===== config.mk =====
export PLATFORM = sky130hd
export DESIGN_NAME = hit_timestamp_fifo_flat
export DESIGN_NICKNAME = d
export VERILOG_FILES = /design/src/rtl/hit_log_pkg.sv /design/src/rtl/hit_timestamp_fifo_if.sv /design/src/rtl/sync_fifo.sv /design/src/rtl/hit_timestamp_fifo.sv /design/src/flat_wrapper.sv
export SDC_FILE = /design/constraint.sdc
export NUM_CORES = 1
export LEC_CHECK = 0
export BUFFER_PORTS_ARGS = -buffer_cell sky130_fd_sc_hd__buf_2
export CORE_MARGIN = 10
export CORE_UTILIZATION = 68
export CTS_BUF_LIST = sky130_fd_sc_hd__clkbuf_8
export DETAILED_ROUTE_END_ITERATION = 8
export GPL_TIMING_DRIVEN = 0
export PLACE_DENSITY = 0.95
export SLEW_MARGIN = 20
export SYNTH_ARGS = -nofsm -noshare
export SYNTH_HDL_FRONTEND = slang
export SYNTH_SLANG_ARGS = --single-unit

===== constraint.sdc =====
create_clock -name clk -period 5.15 [get_ports clk]
set_clock_uncertainty 0.2 [all_clocks]
set_input_delay 1.03 -clock clk [delete_from_list [all_inputs] [get_ports clk]]
set_output_delay 1.03 -clock clk [all_outputs]
set_load 0.02 [all_outputs]

===== src/rtl/hit_log_pkg.sv =====
// Shared constants and helpers for the hit timestamp logger.
package hit_log_pkg;

    localparam int TS_W_DEF  = 16;
    localparam int DEPTH_DEF = 8;
    localparam int CNT_W_DEF = 16;

    // One extra pointer bit distinguishes full from empty when the indices match.
    function automatic int ptr_width(input int depth);
        return $clog2(depth) + 1;
    endfunction

endpackage


===== src/rtl/hit_timestamp_fifo_if.sv =====
// Host-side read port of the hit timestamp FIFO (valid/ready with head data).
interface hit_timestamp_fifo_if #(
    parameter int TS_W = 16
);
    logic            rd_valid;
    logic            rd_ready;
    logic [TS_W-1:0] rd_data;

    modport master (output rd_valid, output rd_data, input rd_ready);
    modport slave  (input rd_valid, input rd_data, output rd_ready);
endinterface


===== src/rtl/sync_fifo.sv =====
// Generic first-word-fall-through FIFO with wrap-bit pointers.
module sync_fifo
    import hit_log_pkg::*;
#(
    parameter int WIDTH = 16,
    parameter int DEPTH = 8
) (
    input  logic                      clk,
    input  logic                      rst,
    input  logic                      push,
    input  logic                      pop,
    input  logic [WIDTH-1:0]          wdata,
    output logic                      full,
    output logic                      empty,
    output logic [ptr_width(DEPTH)-1:0] level,
    output logic [WIDTH-1:0]          head
);

    localparam int PW = ptr_width(DEPTH);
    localparam int AW = PW - 1;

    logic [PW-1:0]    wptr;
    logic [PW-1:0]    rptr;
    logic [WIDTH-1:0] mem [DEPTH];

    always_ff @(posedge clk) begin
        if (rst) begin
            wptr <= '0;
            rptr <= '0;
        end else begin
            if (push) wptr <= wptr + 1'b1;
            if (pop)  rptr <= rptr + 1'b1;
        end
    end

    // Storage needs no reset; stale words are unreachable once the pointers clear.
    always_ff @(posedge clk) begin
        if (push) mem[wptr[AW-1:0]] <= wdata;
    end

    assign full  = (wptr[AW] != rptr[AW]) && (wptr[AW-1:0] == rptr[AW-1:0]);
    assign empty = (wptr == rptr);
    assign level = wptr - rptr;
    assign head  = mem[rptr[AW-1:0]];

endmodule


===== src/rtl/hit_timestamp_fifo.sv =====
// Stamps detector hits with a free-running cycle count and queues them for a host.
module hit_timestamp_fifo
    import hit_log_pkg::*;
#(
    parameter int TS_W  = TS_W_DEF,
    parameter int DEPTH = DEPTH_DEF,
    parameter int CNT_W = CNT_W_DEF
) (
    input  logic                     clk,
    input  logic                     rst,
    input  logic                     hit_in,
    hit_timestamp_fifo_if.master     rd,
    output logic [$clog2(DEPTH):0]   level,
    output logic [CNT_W-1:0]         hit_count,
    output logic                     overflow
);

    logic [TS_W-1:0] ts;
    logic [TS_W-1:0] head;
    logic            full;
    logic            empty;
    logic            pop;
    logic            push;

    always_ff @(posedge clk) begin
        if (rst) ts <= '0;
        else     ts <= ts + 1'b1;
    end

    // A full FIFO still takes a hit when the head leaves on the same edge.
    assign pop  = !empty && rd.rd_ready;
    assign push = hit_in && (!full || pop);

    sync_fifo #(
        .WIDTH (TS_W),
        .DEPTH (DEPTH)
    ) u_fifo (
        .clk   (clk),
        .rst   (rst),
        .push  (push),
        .pop   (pop),
        .wdata (ts),
        .full  (full),
        .empty (empty),
        .level (level),
        .head  (head)
    );

    always_ff @(posedge clk) begin
        if (rst) begin
            hit_count <= '0;
            overflow  <= 1'b0;
        end else begin
            if (hit_in && (hit_count != '1)) hit_count <= hit_count + 1'b1;
            if (hit_in && !push)             overflow  <= 1'b1;
        end
    end

    assign rd.rd_valid = !empty;
    assign rd.rd_data  = empty ? '0 : head;

endmodule

===== src/flat_wrapper.sv =====
// flat-port wrapper written by rule: the top's interface ports become plain ports
module hit_timestamp_fifo_flat import hit_log_pkg::*;
#(
    parameter int TS_W  = TS_W_DEF,
    parameter int DEPTH = DEPTH_DEF,
    parameter int CNT_W = CNT_W_DEF
)
  (clk, rst, hit_in, level, hit_count, overflow, rd_rd_valid, rd_rd_data, rd_rd_ready);
  hit_timestamp_fifo_if #(.TS_W(TS_W)) rd_i ();
  input  logic clk;
  input  logic rst;
  input  logic hit_in;
  output logic [$clog2(DEPTH):0] level;
  output logic [CNT_W-1:0] hit_count;
  output logic overflow;
  output wire logic [$bits(rd_i.rd_valid)-1:0] rd_rd_valid;
  output wire logic [$bits(rd_i.rd_data)-1:0] rd_rd_data;
  input wire logic [$bits(rd_i.rd_ready)-1:0] rd_rd_ready;
  assign rd_rd_valid = rd_i.rd_valid;
  assign rd_rd_data = rd_i.rd_data;
  assign rd_i.rd_ready = rd_rd_ready;
  hit_timestamp_fifo #(.TS_W(TS_W), .DEPTH(DEPTH), .CNT_W(CNT_W)) u_core (.clk(clk), .rst(rst), .hit_in(hit_in), .rd(rd_i), .level(level), .hit_count(hit_count), .overflow(overflow));
endmodule

==> summary.md <==
| Metric | Value |
|---|---|
| Syn nets | `462` |
| Final hold vios | `0` |
| Count of different cell masters after synthesis | `46` |
| Clock root buffer master | `clkbuf_8` |
| Share of cells above drive strength 1 | `25.7%` |
| Synth Area in XOR/XNOR | `~2.1%` |
| I/O Pins | `42` |
| HPWL Detailed | `10.3 mm` |
| Routed via count | `4379` |
| Synth top area share | `about 55%` |
| Avg Inst Size Synth | `15.5 um^2` |
| CP endpoint kind | `primary output` |
| Max clock buf depth | `2` |
| CTS Hold Bufs | `0` |
| Post-synthesis compound-gate area fraction | `4.96%` |
| Largest net degree at the start of global routing | `18` |
| Cell Area, Synth | `0.00699 mm^2` |
| Worst EP arrival | `3.19 ns` |
| Die Ht | `121 um` |
| Crit path cell chain | `inv_1 -> ha_1 -> nand3_1 -> nor2_1 -> clkbuf_1 -> nor2_1 -> buf_2` |
| Main combinational cell family by area after synthesis | `multiplexers` |
| CP Max Fanout | `10` |
| Worst Tran Pin Value | `1.02 ns` |
| EDFF count, synth | `between 100 and 150` |
| Crit Path Class | `reg2out` |
| Starting Density | `a little over two thirds` |
| Skew-Pair Late Insertion Delay | `0.45 ns` |
| Core area | `0.00991 mm^2` |
| Initial DRC Count | `464` |
| Tot Pwr | `about 3.0 mW` |
| Worst slew margin | `31.7%` |
| Port Buffers | `40` |
| Worst min path class | `reg2reg` |
| Post-Synth Adder-Cell Area | `1.54%` |
| Nets | `532` |
| YS warnings | `0` |
| Yosys reg bits | `172` |
| Clock sinks | `~170` |
| CP Data Required Time | `slightly below 4 ns` |
| Post-route ant nets | `0` |
| Pre-Repair DR Iteration Count | `7` |
| Die Width | `121 um` |
| First-pass GRT wire length | `around 24 mm` |
| Multiplexer share of the synthesized area | `13.2%` |
| Peak supply drop | `202 uV` |
| Primary FF master, synth | `edfxtp_1` |
| Register area share after synthesis | `about two thirds` |
| Aggregate routed wire length | `15.3 mm` |
| Max-cap viol count | `0` |
| Vias/cell | `between 6 and 7` |
| Drt wl/cell | `around 23 um` |
| GRT Util Overall | `21.7%` |
| Setup Total Neg Slack | `0 ns` |
| FMAX | `roughly 0.23 GHz` |
| # rows | `36` |
| Final min period | `roughly 4.4 ns` |
| Clock Pin Slew Worst Setup and Hold Paths | `around 0.09 ns` |
| Pwr Density | `approximately 380 mW/mm^2` |
| Area added between synthesis and finish | `13.0%` |
| Post-CTS setup buffers | `0` |
| Final worst path period share | `around 86%` |
| CP max-delay cell | `nor2_1` |
| Vias in the first global route | `4515` |
| Diodes inserted | `0` |
| Most area-hungry cell type in the Yosys netlist | `edfxtp_1` |
| Async SR Flop Fraction | `0%` |
| Synth area leaders | `edfxtp_1 55%, dfxtp_1 13%, mux4_2 10%` |
| Synthesized netlist cell count | `450` |
| Status | `finished, final reports clean` |
| Pleak | `2.71 nW` |
| CTS tree | `built` |
| Grt ovf | `0` |
| PostCTS Resize Cnt | `0` |
| DRC violations left | `0` |
| CTS buffer count | `17` |
| Initial antenna violation count | `0` |
| Filler cells | `518` |
| Gpl congestion | `around 0.83` |
| RSZ-0062 raised after global routing | `no` |
| Type of origin of the critical path | `register` |
| Final setup violation count | `0` |
| Simple-gate share of the synthesized area | `8.89%` |
| Slowest cell delay on critical path | `0.65 ns` |
| Cell mode on critical path | `nor2_1` |
| Die area | `0.0147 mm^2` |
| # H-tree levels | `4` |
| Final Max Slew Viols | `0` |
[cells in the final DEF, fill, tap and decap left out, types with 3 or more instances in the layout]
cell type / netlist / routed
buf_4: 1 / 6
mux2i_1: 19 / 19
xor2_1: 6 / 6
nor2_1: 43 / 41
dfxtp_1: 44 / 44
nand3_1: 7 / 7
clkinv_2: 0 / 3
o31ai_1: 6 / 6
bufinv_16: 0 / 3
or3_1: 12 / 12
inv_1: 12 / 15
nand4_1: 8 / 8
clkbuf_8: 0 / 19
o211ai_1: 4 / 4
a21oi_1: 21 / 20
ha_1: 7 / 7
nand2_1: 15 / 15
and3_1: 5 / 5
edfxtp_1: 128 / 128
xnor2_1: 11 / 11
mux4_2: 32 / 32
buf_2: 5 / 49
nor3_2: 0 / 3
clkbuf_1: 11 / 11
o21ai_0: 13 / 13
or4_1: 5 / 5
[kinds of logic (layout without fill, tap and decap cells)]
group | after synthesis | count (layout)
buffers and inverters | 30 | 113
multiplexers | 52 | 52
XOR/XNOR | 17 | 17
AO/OA/AOI/OAI | 54 | 54
flip-flops | 172 | 172
adder cells (fa/ha/maj) | 8 | 8
AND/OR/NAND/NOR | 117 | 117
[worst paths after layout]
kind	start	slack, ns	end	cells past startpoint
hold / removal	u_core.overflow	0.32	u_core.overflow	2
hold reg to reg	u_core.overflow	0.32	u_core.overflow	2
setup / recovery	u_core.u_fifo.wptr[0]	0.73	rd_rd_data[8]	7
setup reg to reg	u_core.u_fifo.wptr[0]	2.00	u_core.u_fifo.mem[3][12]	6
[critical path: cells and delay by family (launching register included)]
kind / cells / cell delay (ns)
flip-flops: 1 / 0.51
buffers and inverters: 3 / 0.88
adder cells (fa/ha/maj): 1 / 0.36
AND/OR/NAND/NOR: 3 / 1.00
[flip-flops by register name, summed over array words and instances, names as in the netlist, named ones only]
name,flops
u_core.ts,16
u_core.u_fifo.mem,128
u_core.hit_count,16
u_core.overflow,1
u_core.u_fifo.wptr,4
u_core.u_fifo.rptr,4
[synthesized netlist by cell type, types with 2 or more instances]
master,instances
or3_1,12
xor2_1,6
dfxtp_1,44
nor3_1,4
nand4_2,2
xnor2_1,11
o21ai_0,13
and4_1,2
edfxtp_1,128
mux2i_1,19
mux4_2,32
clkbuf_1,11
buf_2,5
nor2b_1,2
nor2_1,43
or4_1,5
nand3_1,7
a211oi_1,2
and3_1,5
nand2_1,15
o211ai_1,4
a21oi_1,21
o31ai_1,6
nor4_1,4
ha_1,7
or3_2,2
inv_1,12
nand4_1,8
[cell type report]
cell class	count	area, um^2	share of cell area [%]
clock buffer	19	262	3.31
buffer	18	77.6	0.982
sequential	172	4720	59.8
inverter	12	45.0	0.570
timing repair buffer	51	288	3.64
multi-input combinational	248	2190	27.7
tap	133	166	2.11
clock inverter	13	148	1.87
[metrics by stage]
stage	setup WS, ns	instances	utilization (%)	hold slack [ns]	instance area (um^2)
after floorplan	1.59	450	-	0.299	6990
after detailed placement	1.37	634	75.6	0.271	7490
after global routing	0.570	666	79.7	0.345	7900
final	0.727	666	79.7	0.317	7900
after CTS	0.708	666	79.7	0.309	7900
after global placement	0.155	623	74.3	0.275	7360
[report_power, final]
| group | switching [mW] | leakage, nW | total (mW) | internal (mW) |
|---|---|---|---|---|
| combinational | 0.300 | 0.939 | 0.505 | 0.204 |
| clock | 0.462 | 0.220 | 0.963 | 0.501 |
| sequential | 0.0274 | 1.55 | 1.54 | 1.51 |
| total | 0.790 | 2.71 | 3.01 | 2.22 |
[per-layer routing]
metal	wire (um)	global-route usage [%]	up-vias
met5	0	0	-
met4	502	9.69	0
met3	1230	5.58	49
met2	7980	37.5	268
met1	5600	24.9	2169
li1	-	-	1893
No activity file was read; power rests on OpenSTA's default activity.
